`src/rtl/message_checker_sat_counter.sv`:
```
// Saturating up-counter: increments on inc, holds at all-ones instead of wrapping.
module sat_counter #(
  parameter int width = 16
) (
  input  logic             _clock,
  input  logic             _reset_n,
  input  logic             _inc,
  output logic [width-1:0] _q
);

  // Count up on inc, stick at the maximum value.
  always_ff @(posedge _clock) begin
    if (!_reset_n) begin
      _q <= '0;
    end else if (_inc && (_q != {width{1'b1}})) begin
      _q <= _q + width'(1);
    end
  end

endmodule

```
`config.mk`:
```
export PLATFORM = sky130hd
export DESIGN_NAME = sat_counter
export DESIGN_NICKNAME = d
export VERILOG_FILES = /design/src/rtl/message_checker_sat_counter.sv
export SDC_FILE = /design/constraint.sdc
export NUM_CORES = 1
export LEC_CHECK = 0
export ABC_AREA = 0
export BUFFER_PORTS_ARGS = -buffer_cell sky130_fd_sc_hd__clkbuf_2
export CAP_MARGIN = 20
export CORE_MARGIN = 1
export CORE_UTILIZATION = 46
export DETAILED_ROUTE_END_ITERATION = 6
export GPL_TIMING_DRIVEN = 0
export PLACE_DENSITY = 0.72
export SLEW_MARGIN = 25
export SYNTH_ARGS = -nofsm -noshare
export SYNTH_HDL_FRONTEND = slang
export SYNTH_SLANG_ARGS = --single-unit
```
`constraint.sdc`:
```
create_clock -name _clock -period 1.6 [get_ports _clock]
set_input_delay 0.32 -clock _clock [delete_from_list [all_inputs] [get_ports _clock]]
set_output_delay 0.32 -clock _clock [all_outputs]
set_load 0.02 [all_outputs]
```
==> run_results.csv <==
group,metric,value,unit
outcome,status,"completed",
pwr,powerDensity,605,nW/um^2
cts,cts_tree,"built",
pwr,p_seq_share,57.2,%
logic_synthesis,synth.distinct_cells,31,
floorplanning,die_h,44.7,um
min_path,hold_class,"input port to register",
floorplanning,core_area,1710,sq um
sta,fin_crit,1570,ps
critical_path,crit_family,"simple AND/OR/NAND/NOR gates",
sta,slew_headroom,62.9,%
global_route,antenna_found_initial,0,
layout,regMostFlops,"_q",
logic_synthesis,syn_area,837,sq um
layout,largest_reg_flops,16,
logic_synthesis,yosysSeqAreaShare,38.3,%
critical_path,regToRegStartpoint,"_q[6]",
critical_path,critPathLaunch,"_q[6]",
route,drtPass1Iterations,4,
global_route,grt_pass1_vias,693,
job,cap_violations,0,
pwr,p_leak,0.437,nW
critical_path,max_stage_delay,440,ps
pwr,internal_power,0.544,mW
cts,htreeDepth,1,
sta,drv_slew,0,
sta,timing.hold.ws,309,ps
layout,layout_commonest_cell,"clkbuf_2",
placed_design,hpwl,1300,um
route,drt_iter0_markers,18,
logic_synthesis,synthCells,97,
sta,worst_pin_slew,556,ps
cts,clkLatencyLatePin,280,ps
sta,clock.fmax,0.636,GHz
placed_design,gp_congestion,0.798,
route,drc,0,
sta,hold_viol_final,0,
route,ant_nets,0,
cts,cts-buffers-inserted,3,
pwr,p_total,0.698,mW
global_route,grt_max_degree,11,
logic_synthesis,ys_ff_latch,16,
layout,antennaDiodeCount,0,
global_route,track_usage,20.7,%
critical_path,cp_slowest_cell,"or3_4",
sta,finalClockSkew,1.94,ps
cts,cts_root_buffer,"clkbuf_4",
pwr,p_sw_share,22.2,%
layout,fin_nets,132,
cts,clockBufferDepth,2,
floorplanning,die_area,1990,sq um
critical_path,required,1820,ps
route,wirelength,2060,um
layout,utilization,67.6,%
cts,clkSlewWorstSetupHoldPaths,90,ps
route,avgViaCountPerCell,5.89,
route,wl_per_cell,13.5,um
layout,mostFrequentLayoutCells,"clkbuf_2 (18), dfxtp_2 (10), nand2_1 (8), buf_4 (8)",
critical_path,cp.arrival,1790,ps
floorplanning,top_level_ports,19,
logic_synthesis,synth_nets,101,
pwr,clkPwrFrac,37.8,%
critical_path,endpoint_kind,"register",
logic_synthesis,ys_warn_count,0,
sta,rsz0062_at_grt,"yes",
floorplanning,num_rows,15,
floorplanning,start_util,49.0,%
global_route,grt_first_pass_wirelength,3030,um
route,vias,895,
layout,top_regs,"_q (16)",
cts,clock_sinks,16,
pwr,peakVddDrop,0.535,mV
min_path,hold_start,"_reset_n",
global_route,gr-total-overflow,0,
floorplanning,chipWidth,44.7,um
placed_design,io_buffers,18,
layout,synthToLayoutAreaGrowth,38.0,%
critical_path,crit_buf_inv,0,
sta,finalCritPeriodShare,98.3,%
pwr,p_sw,0.155,mW
critical_path,path_cells,"nand4_4, or3_4, or4_4, a21oi_2",
sta,setup_viol,0,
critical_path,critPathMaxFanout,6,
critical_path,worstSetupPathType,"register to register",
critical_path,cp-start-kind,"register",
logic_synthesis,syn_area_per_cell,8.63,sq um
pwr,p_comb_share,5.0,%
layout,drive_gt1_share,47.2,%
==> cells by family (layout without fill, tap and decap cells) <==
logic type | count (synthesis) | after routing | synth area share [%]
flops | 16 | 16 | 38.3
fa+ha+maj | 1 | 1 | 1.49
simple gates | 47 | 47 | 35.0
mux | 3 | 3 | 3.59
xor+xnor | 2 | 2 | 2.09
compound gates | 22 | 22 | 16.4
buf+inv | 6 | 36 | 3.14
==> metal layers <==
layer | GRT usage (%) | vias up | wire, um
li1 | - | 438 | -
met1 | 27.9 | 432 | 943
met2 | 32.4 | 18 | 1030
met3 | 3.67 | 7 | 47
met4 | 9.09 | 0 | 41
met5 | 0 | - | 0
==> synthesized netlist by cell type <==
library cell	n	area share, %
o41ai_1	1	1.0
dfxtp_1	16	38
nand2b_1	2	1.5
o311ai_0	1	1.0
nor3_1	2	1.2
nand4_1	3	2.2
nor4_1	3	2.2
xnor2_1	1	1.0
nand3_1	6	3.6
nand3b_1	1	0.90
or3_1	2	1.5
ha_1	1	1.5
xor2_1	1	1.0
nor2_1	5	2.2
and4_1	3	3.1
o31ai_1	5	4.5
nor3b_1	1	0.90
inv_1	4	1.8
buf_4	1	0.90
nand2_1	10	4.5
o211ai_1	1	0.90
o211a_1	1	1.2
nor4bb_1	1	1.2
mux2i_1	3	3.6
o21ai_0	4	2.4
nor4_2	1	1.5
nand4_4	1	2.5
clkbuf_1	1	0.45
or4_1	5	4.5
a21oi_1	9	5.4
or3_4	1	1.3
==> path summary, 6_finish.rpt <==
check / cells after the start / endpoint / slack (ps)
max: 4 / _q[13] / 30
min: 2 / _q[10] / 310
min reg2reg: 2 / _q[11] / 500
max reg2reg: 4 / _q[13] / 30
==> area by class of cell <==
| class | count | area (sq um) |
|---|---|---|
| Clock buffer | 4 | 36.3 |
| Timing Repair Buffer | 26 | 150 |
| Fill cell | 148 | 553 |
| Multi-Input combinational cell | 75 | 552 |
| Sequential cell | 16 | 355 |
| Tap cell | 25 | 31.3 |
| Buffer | 2 | 15.0 |
| Inverter | 4 | 15.0 |
==> power groups by stage <==
| stage | combinational [mW] | sequential [mW] | clock [mW] |
|---|---|---|---|
| global route | 0.0391 | 0.401 | 0.296 |
| finish | 0.0347 | 0.400 | 0.264 |
| global placement | 0.0314 | 0.416 | 0 |
| floorplan | 0.0140 | 0.420 | 0 |
| detailed placement | 0.0320 | 0.416 | 0 |
| CTS | 0.0328 | 0.407 | 0.267 |
==> through the flow <==
step                      worst slack (ps)  instance area (sq um)  TNS, ps  instances
after floorplan                      -11.7                    858    -11.7         97
after global placement                -120                    980     -672        140
after detailed placement              -117                    980     -693        140
after CTS                             2.18                   1050        0        147
after global routing                 -35.6                   1150     -110        152
final                                 27.0                   1150        0        152
==> what timing repair did <==
action                                  in CTS  in global routing
pin swaps                                    1                  8
buffers inserted                             3                  5
hold buffers                                 0                  0
endpoints found under the setup margin       9                 11
resized for setup                            4                 22
hold endpoints to repair                     0                  0
No activity file was read; power rests on OpenSTA's default activity.
